## config.mk

```make
export PLATFORM = sky130hd
export DESIGN_NAME = c1541_gcr_track_ctrl
export DESIGN_NICKNAME = d
export VERILOG_FILES = /design/src/rtl/c1541_gcr_pkg.sv /design/src/rtl/c1541_gcr_track_ctrl_blk_seq.sv /design/src/rtl/c1541_gcr_track_ctrl.sv
export SDC_FILE = /design/constraint.sdc
export NUM_CORES = 1
export LEC_CHECK = 0
export CAP_MARGIN = 20
export CORE_MARGIN = 1
export CORE_UTILIZATION = 55
export DETAILED_ROUTE_END_ITERATION = 16
export GPL_TIMING_DRIVEN = 0
export PLACE_DENSITY = 0.85
export SETUP_SLACK_MARGIN = 0.4
export SLEW_MARGIN = 20
export SYNTH_ARGS = -nofsm -noshare
export SYNTH_HDL_FRONTEND = slang
export SYNTH_SLANG_ARGS = --single-unit
```

## constraint.sdc

```tcl
create_clock -name clk -period 6.9 [get_ports clk]
set_clock_uncertainty 0.2 [all_clocks]
set_input_delay 0.69 -clock clk [delete_from_list [all_inputs] [get_ports clk]]
set_output_delay 0.69 -clock clk [all_outputs]
set_load 0.02 [all_outputs]
```

## src/rtl/c1541_gcr_pkg.sv

```systemverilog
// Shared types and constants for the 1541 GCR track-buffer controller.
// The idle write-back option is enabled by defining C1541_GCR_IDLE_FLUSH_EN.
package c1541_gcr_pkg;

    localparam int HT_W      = 7;
    localparam int BLK_BYTES = 512;
    localparam int BLK_W     = 4;

    typedef enum logic [2:0] {
        S_IDLE,
        S_SETTLE,
        S_FLUSH_REQ,
        S_FLUSH_WAIT,
        S_LOAD_REQ,
        S_LOAD_WAIT
    } state_e;

    // Half-tracks beyond the image end map onto the last half-track slot.
    function automatic logic [HT_W-1:0] clamp_ht(input logic [HT_W-1:0] ht, input int ht_max);
        if (int'(ht) >= ht_max) return HT_W'(ht_max - 1);
        return ht;
    endfunction

endpackage

```

## src/rtl/c1541_gcr_track_ctrl_blk_seq.sv

```systemverilog
// Generic multi-block SD req/ack sequencer: one request per block, next block
// after the ack falls, optional early stop once the current block completes.
module c1541_gcr_blk_seq
    import c1541_gcr_pkg::*;
(
    input  logic             clk,
    input  logic             reset,
    input  logic             start_i,
    input  logic             dir_wr_i,
    input  logic [BLK_W:0]   count_i,
    input  logic             stop_i,
    input  logic             ack_i,
    output logic             rd_o,
    output logic             wr_o,
    output logic [BLK_W-1:0] blk_o,
    output logic             step_o,
    output logic             done_o
);

    logic             active_q, active_d;
    logic             req_q, req_d;
    logic             dir_q, dir_d;
    logic             ack_q;
    logic [BLK_W-1:0] blk_q, blk_d;
    logic             fall;
    logic             last;

    always_comb begin
        fall   = active_q && !req_q && ack_q && !ack_i;
        last   = ({1'b0, blk_q} + 1'b1) == count_i;
        step_o = fall;
        done_o = fall && (last || stop_i);

        active_d = active_q;
        req_d    = req_q;
        dir_d    = dir_q;
        blk_d    = blk_q;

        if (fall) begin
            if (last || stop_i) begin
                active_d = 1'b0;
                blk_d    = '0;
            end else begin
                blk_d = blk_q + 1'b1;
                req_d = 1'b1;
            end
        end
        // The request drops the cycle after the ack is seen.
        if (req_q && ack_i) req_d = 1'b0;
        if (start_i) begin
            active_d = 1'b1;
            req_d    = 1'b1;
            blk_d    = '0;
            dir_d    = dir_wr_i;
        end
    end

    always_ff @(posedge clk) begin
        if (reset) begin
            active_q <= 1'b0;
            req_q    <= 1'b0;
            dir_q    <= 1'b0;
            ack_q    <= 1'b0;
            blk_q    <= '0;
        end else begin
            active_q <= active_d;
            req_q    <= req_d;
            dir_q    <= dir_d;
            ack_q    <= ack_i;
            blk_q    <= blk_d;
        end
    end

    assign rd_o  = req_q && !dir_q;
    assign wr_o  = req_q && dir_q;
    assign blk_o = blk_q;

endmodule

```

## src/rtl/c1541_gcr_track_ctrl.sv

```systemverilog
// Whole-track SD <-> GCR buffer sequencer: settle, optional write-back, reload.
// Define C1541_GCR_IDLE_FLUSH_EN to also write back a dirty track once the motor stops.
module c1541_gcr_track_ctrl
    import c1541_gcr_pkg::*;
#(
    parameter int HT_MAX      = 84,
    parameter int BLK_PER_TRK = 16,
    parameter int SETTLE      = 4096
) (
    input  logic            clk,
    input  logic            reset,
    input  logic            img_mounted,
    input  logic            img_readonly,
    input  logic [HT_W-1:0] ht,
    input  logic            mtr,
    input  logic            gcr_we,
    output logic            busy,
    output logic [HT_W-1:0] cur_ht,
    output logic            trk_valid,
    output logic [31:0]     sd_lba,
    output logic            sd_rd,
    output logic            sd_wr,
    input  logic            sd_ack,
    output logic [3:0]      sd_blk
);

`ifdef C1541_GCR_IDLE_FLUSH_EN
    localparam bit IDLE_FLUSH = 1'b1;
`else
    localparam bit IDLE_FLUSH = 1'b0;
`endif

    localparam int              CNT_W    = $clog2(SETTLE) + 1;
    localparam logic [CNT_W-1:0] CNT_LAST = CNT_W'(SETTLE - 1);

    state_e          state_q, state_d;
    logic            busy_q, busy_d;
    logic            trk_valid_q, trk_valid_d;
    logic            dirty_q, dirty_d;
    logic            mounted_q, mounted_d;
    logic            pend_mount_q, pend_mount_d;
    logic            idle_flush_q, idle_flush_d;
    logic [HT_W-1:0] cur_ht_q, cur_ht_d;
    logic [HT_W-1:0] target_q, target_d;
    logic [HT_W-1:0] ht_prev_q;
    logic [CNT_W-1:0] cnt_q, cnt_d;

    logic            ht_c;
    logic [HT_W-1:0] ht_cl;
    logic            need_load;
    logic            mount_now;
    logic            seq_start, seq_dir_wr, seq_step, seq_done;
    logic [HT_W-1:0] slot;

    assign ht_cl     = clamp_ht(ht, HT_MAX);
    assign ht_c      = (ht_cl != ht_prev_q);
    assign need_load = mounted_q && (!trk_valid_q || ht_cl != cur_ht_q);
    assign mount_now = pend_mount_q || img_mounted;

    // NOTE: every _d gets its hold value first so no path through the case infers a latch.
    always_comb begin
        state_d      = state_q;
        busy_d       = busy_q;
        trk_valid_d  = trk_valid_q;
        dirty_d      = dirty_q;
        mounted_d    = mounted_q;
        pend_mount_d = pend_mount_q;
        idle_flush_d = idle_flush_q;
        cur_ht_d     = cur_ht_q;
        target_d     = target_q;
        cnt_d        = cnt_q;
        seq_start    = 1'b0;
        seq_dir_wr   = 1'b0;

        if (gcr_we && trk_valid_q && !busy_q && !img_readonly) dirty_d = 1'b1;
        if (img_mounted) begin
            dirty_d   = 1'b0;
            mounted_d = 1'b1;
        end

        case (state_q)
            S_IDLE: begin
                cnt_d = '0;
                if (img_mounted) trk_valid_d = 1'b0;
                if (need_load) begin
                    state_d = S_SETTLE;
                end else begin
                    busy_d = 1'b0;
                    if (IDLE_FLUSH && dirty_q && !mtr && !img_readonly && trk_valid_q && !img_mounted) begin
                        if (cnt_q == CNT_LAST) begin
                            state_d      = S_FLUSH_REQ;
                            busy_d       = 1'b1;
                            idle_flush_d = 1'b1;
                            seq_start    = 1'b1;
                            seq_dir_wr   = 1'b1;
                        end else begin
                            cnt_d = cnt_q + 1'b1;
                        end
                    end
                end
            end
            S_SETTLE: begin
                if (img_mounted) trk_valid_d = 1'b0;
                if (ht_c) begin
                    cnt_d = '0;
                end else if (cnt_q != CNT_LAST) begin
                    cnt_d = cnt_q + 1'b1;
                end else begin
                    cnt_d = '0;
                    if (trk_valid_q && !img_mounted && ht_cl == cur_ht_q) begin
                        state_d = S_IDLE;
                    end else begin
                        busy_d    = 1'b1;
                        target_d  = ht_cl;
                        seq_start = 1'b1;
                        if (dirty_q && !img_readonly && !img_mounted) begin
                            state_d    = S_FLUSH_REQ;
                            seq_dir_wr = 1'b1;
                        end else begin
                            state_d = S_LOAD_REQ;
                        end
                    end
                end
            end
            S_FLUSH_REQ: begin
                pend_mount_d = mount_now;
                if (sd_ack) state_d = S_FLUSH_WAIT;
            end
            S_FLUSH_WAIT: begin
                pend_mount_d = mount_now;
                if (seq_done) begin
                    dirty_d      = 1'b0;
                    pend_mount_d = 1'b0;
                    idle_flush_d = 1'b0;
                    if (mount_now) begin
                        trk_valid_d = 1'b0;
                        state_d     = S_IDLE;
                    end else if (idle_flush_q) begin
                        state_d = S_IDLE;
                    end else begin
                        state_d   = S_LOAD_REQ;
                        seq_start = 1'b1;
                    end
                end else if (seq_step) begin
                    state_d = S_FLUSH_REQ;
                end
            end
            S_LOAD_REQ: begin
                pend_mount_d = mount_now;
                if (sd_ack) state_d = S_LOAD_WAIT;
            end
            S_LOAD_WAIT: begin
                pend_mount_d = mount_now;
                if (seq_done) begin
                    pend_mount_d = 1'b0;
                    state_d      = S_IDLE;
                    if (mount_now) begin
                        trk_valid_d = 1'b0;
                    end else begin
                        cur_ht_d    = target_q;
                        trk_valid_d = 1'b1;
                    end
                end else if (seq_step) begin
                    state_d = S_LOAD_REQ;
                end
            end
            default: state_d = S_IDLE;
        endcase
    end

    always_ff @(posedge clk) begin
        if (reset) begin
            state_q      <= S_IDLE;
            busy_q       <= 1'b1;
            trk_valid_q  <= 1'b0;
            dirty_q      <= 1'b0;
            mounted_q    <= 1'b0;
            pend_mount_q <= 1'b0;
            idle_flush_q <= 1'b0;
            cur_ht_q     <= '0;
            target_q     <= '0;
            ht_prev_q    <= '0;
            cnt_q        <= '0;
        end else begin
            state_q      <= state_d;
            busy_q       <= busy_d;
            trk_valid_q  <= trk_valid_d;
            dirty_q      <= dirty_d;
            mounted_q    <= mounted_d;
            pend_mount_q <= pend_mount_d;
            idle_flush_q <= idle_flush_d;
            cur_ht_q     <= cur_ht_d;
            target_q     <= target_d;
            ht_prev_q    <= ht_cl;
            cnt_q        <= cnt_d;
        end
    end

    c1541_gcr_blk_seq u_seq (
        .clk      (clk),
        .reset    (reset),
        .start_i  (seq_start),
        .dir_wr_i (seq_dir_wr),
        .count_i  ((BLK_W + 1)'(BLK_PER_TRK)),
        .stop_i   (mount_now),
        .ack_i    (sd_ack),
        .rd_o     (sd_rd),
        .wr_o     (sd_wr),
        .blk_o    (sd_blk),
        .step_o   (seq_step),
        .done_o   (seq_done)
    );

    // Loads address the incoming track; everything else addresses the resident one.
    assign slot      = (state_q == S_LOAD_REQ || state_q == S_LOAD_WAIT) ? target_q : cur_ht_q;
    assign sd_lba    = 32'(slot) * 32'(BLK_PER_TRK) + 32'(sd_blk);
    assign busy      = busy_q;
    assign cur_ht    = cur_ht_q;
    assign trk_valid = trk_valid_q;

endmodule

```

==> metrics.cfg <==
[status]
status = complete, no violations

[worst_setup_path]
cp_cell_sequence = clkdlybuf4s50_1 > o211ai_1 > a31o_2 > a311oi_1 > nor3_1 > o211ai_1 > buf_2 > mux2i_1 > nor2_1
crit_fanout = 10
worstPathRequired_ps = 6890
start_kind = input port
critPathArrivalTime_ps = 3570
path_buf_inv = 2
slowest_stage = a311oi_1
path_class = in -> reg
max_stage_delay_ps = 770
cpLargestDelayFamily = compound AO/OA/AOI/OAI gates
cpMostUsedCell = o211ai_1
end_kind = register

[die]
coreArea_mm2 = 0.00488
die_h_um = 74.2
pin_count = 61
die-area_mm2 = 0.00551
dieWidth_um = 74.2
fp-row-count = 25
initial_core_util_pct = 58.8

[pwr]
p_leak_nw = 1.39
powerDensity_mw_per_mm2 = 196
finalPower_mw = 0.678
ir_drop_mv = 0.141

[clock_network]
h-tree-depth = 2
ctsHoldBuffers = 0
insertion_delay_ps = 310
postCtsSetupRepairBufs = 0
cts_tree = built
cts_inserted_buffers = 5
post_cts_resized = 0
cts.sinks = 50
cts_buffer_depth = 2
clock_tree.root_cell = clkbuf_8
clk_pin_slew_ps = 90

[placement]
gp_congestion = 0.857
port_buffers = 33
hpwl_mm = 4.72
placedCellCount = 472

[global_route]
grt_max_degree = 15
grt_pass1_wl_mm = 10.7
grt.total_usage_pct = 25.5
grt_overflow_total = 0
grt_pass1_vias = 2379
antenna_found_initial = 0

[timing]
max_slew_margin_pct = 38.1
hold_viol = 0
setup_violations = 0
slew_violations = 0
timing.final.crit_share_pct = 52.0
tns_ps = 0
max_freq_ghz = 0.279
fin_crit_ps = 3590
rsz0062_at_grt = no
worstMarginPinSlew_ps = 923

[yosys]
synth-adder-area-share_pct = 0.873
synth_top_family_by_area = simple AND/OR/NAND/NOR gates
syn_area_mm2 = 0.00287
synth_edf_count = 0
yosysWarnings = 0
synthCells = 352
synth_cell_type_count = 59
synthMuxAreaShare_pct = 4.58
synth_ff_type = dfxtp_1
syn_area_per_cell_um2 = 8.15
synthArstFlopShare_pct = 0
ys_seq_area_share_pct = 34.9
synth-xor-area-share_pct = 1.53
synth-simple-area-share_pct = 28.3
synth_compound_area_share_pct = 19.1
ys_seq_elements = 50

[run]
maxCapViolations = 0

[detailed_routing]
drcViolationCount = 0
wl_met2_mm = 3.23
first_pass_iters = 4
vias = 2727
ant_nets = 0
first_iter_violations = 160
top_layer = met4
routedLengthMet1_mm = 3.07
dr_wl_met3_um = 343
wire_per_inst_um = 14.1
drt_wl_total_mm = 6.75
viasPerCell = 5.68

[final_layout]
area.growth.synth_to_final_pct = 20.8
drive_above_1_share_pct = 12.8
fin_cells = 480
final_nets = 428
diodes = 0

[worst_hold_path]
hold_path_class = reg -> reg

==> worst register-to-register path, stage by stage, from the launching register on <==
cell and delay, ps:
dfxtp_1 360, xor2_1 170, or3_1 330, a221oi_1 290, nand4_1 270, o211ai_1 550
buf_2 370, mux2i_1 250, nor2_1 50
==> registers in the layout, summed over array words and instances, names as in the netlist <==
signal and count:
target_q 7, u_seq.dir_q 1, ht_prev_q 7, pend_mount_q 1
state_q 3, u_seq.ack_q 1, u_seq.active_q 1, trk_valid 1
cnt_q 13, mounted_q 1, u_seq.req_q 1, dirty_q 1
u_seq.blk_o 4, cur_ht 7, busy 1
==> final cells by class <==
class / count / area, um^2
clock buffer: 7 / 76.3
inverter: 3 / 11.3
buffer: 45 / 293
sequential: 50 / 1000
clock inverter: 1 / 30.0
multi-input combinational: 274 / 1640
timing repair buffer: 33 / 330
tap: 67 / 83.8
fill: 412 / 1420
==> layout by cell type, fill, tap and decap left out, drive strengths merged, types with 3 or more instances in the layout <==
| master | netlist | final |
|---|---|---|
| buf | 33 | 33 |
| nand2 | 41 | 41 |
| inv | 3 | 3 |
| a41oi | 3 | 3 |
| mux2i | 12 | 12 |
| xor2 | 5 | 5 |
| nand2b | 12 | 12 |
| nand3 | 9 | 9 |
| o211ai | 4 | 4 |
| o21ai | 6 | 6 |
| or3 | 4 | 4 |
| or2 | 6 | 6 |
| clkdlybuf4s50 | 0 | 33 |
| nand4 | 3 | 3 |
| dfxtp | 50 | 50 |
| nor2 | 38 | 38 |
| nor3b | 5 | 5 |
| clkbuf | 12 | 19 |
| a31oi | 8 | 8 |
| conb | 1 | 21 |
| nor2b | 11 | 11 |
| a311oi | 12 | 12 |
| a21oi | 27 | 27 |
| and3 | 6 | 6 |
| nor3 | 5 | 5 |
==> report_power, final <==
part           switching [mW]  internal, mW  total (mW)
Clock                  0.0967         0.109       0.205
Sequential            0.00567         0.299       0.305
Combinational           0.109        0.0588       0.168
==> Yosys cell counts, types with 3 or more instances <==
| library cell | instances | area share, % |
|---|---|---|
| a21oi_1 | 26 | 4.5 |
| a311oi_1 | 12 | 3.7 |
| a31oi_1 | 8 | 1.7 |
| a41oi_1 | 3 | 0.92 |
| and3_1 | 6 | 1.3 |
| buf_2 | 3 | 0.52 |
| buf_4 | 26 | 6.8 |
| buf_6 | 3 | 1.2 |
| clkbuf_1 | 12 | 1.6 |
| dfxtp_1 | 50 | 35 |
| inv_1 | 3 | 0.39 |
| mux2i_1 | 12 | 4.2 |
| nand2_1 | 41 | 5.4 |
| nand2b_1 | 12 | 2.6 |
| nand3_1 | 9 | 1.6 |
| nand4_1 | 3 | 0.65 |
| nor2_1 | 38 | 5.0 |
| nor2b_1 | 10 | 2.2 |
| nor3_1 | 5 | 0.87 |
| nor3b_1 | 5 | 1.3 |
| o211ai_1 | 4 | 1.0 |
| o21ai_0 | 6 | 1.0 |
| or2_2 | 6 | 1.3 |
| or3_1 | 4 | 0.87 |
| xor2_1 | 5 | 1.5 |
==> path summary, 6_finish.rpt <==
path | from | to | slack, ps | depth (start not counted)
worst min register to register | cnt_q[12] | cnt_q[12] | 280 | 1
worst max-delay path | ht[2] | target_q[5] | 3310 | 9
worst min-delay path | cnt_q[12] | cnt_q[12] | 280 | 1
worst max register to register | cur_ht[5] | target_q[5] | 3940 | 8
==> metal layers <==
metal / vias to the layer above / track usage (%)
met4: 0 / 9.64
met2: 88 / 44.2
met3: 9 / 4.34
met1: 1293 / 31.8
li1: 1337 / -
met5: - / 0
==> through the flow <==
stage          hold WS, ps  instance area (um^2)  setup slack [ps]  utilization, %
5_1_grt                306                  3460              3120            71.0
3_5_place_dp           269                  3360              3050            68.8
4_1_cts                280                  3460              3340            71.0
3_3_place_gp           257                  3360              3050            68.8
2_1_floorplan          244                  2940              3960               -
6_report               278                  3460              3310            71.0
==> kinds of logic (layout without fill, tap and decap cells) <==
family / after synthesis / after routing
flip-flops: 50 / 50
AO/OA/AOI/OAI: 79 / 79
adder cells (fa/ha/maj): 2 / 2
other: 1 / 21
XOR/XNOR: 5 / 5
AND/OR/NAND/NOR: 154 / 154
buffers and inverters: 48 / 89
multiplexers: 13 / 13
Note: power is estimated with default switching activity, not from simulation.
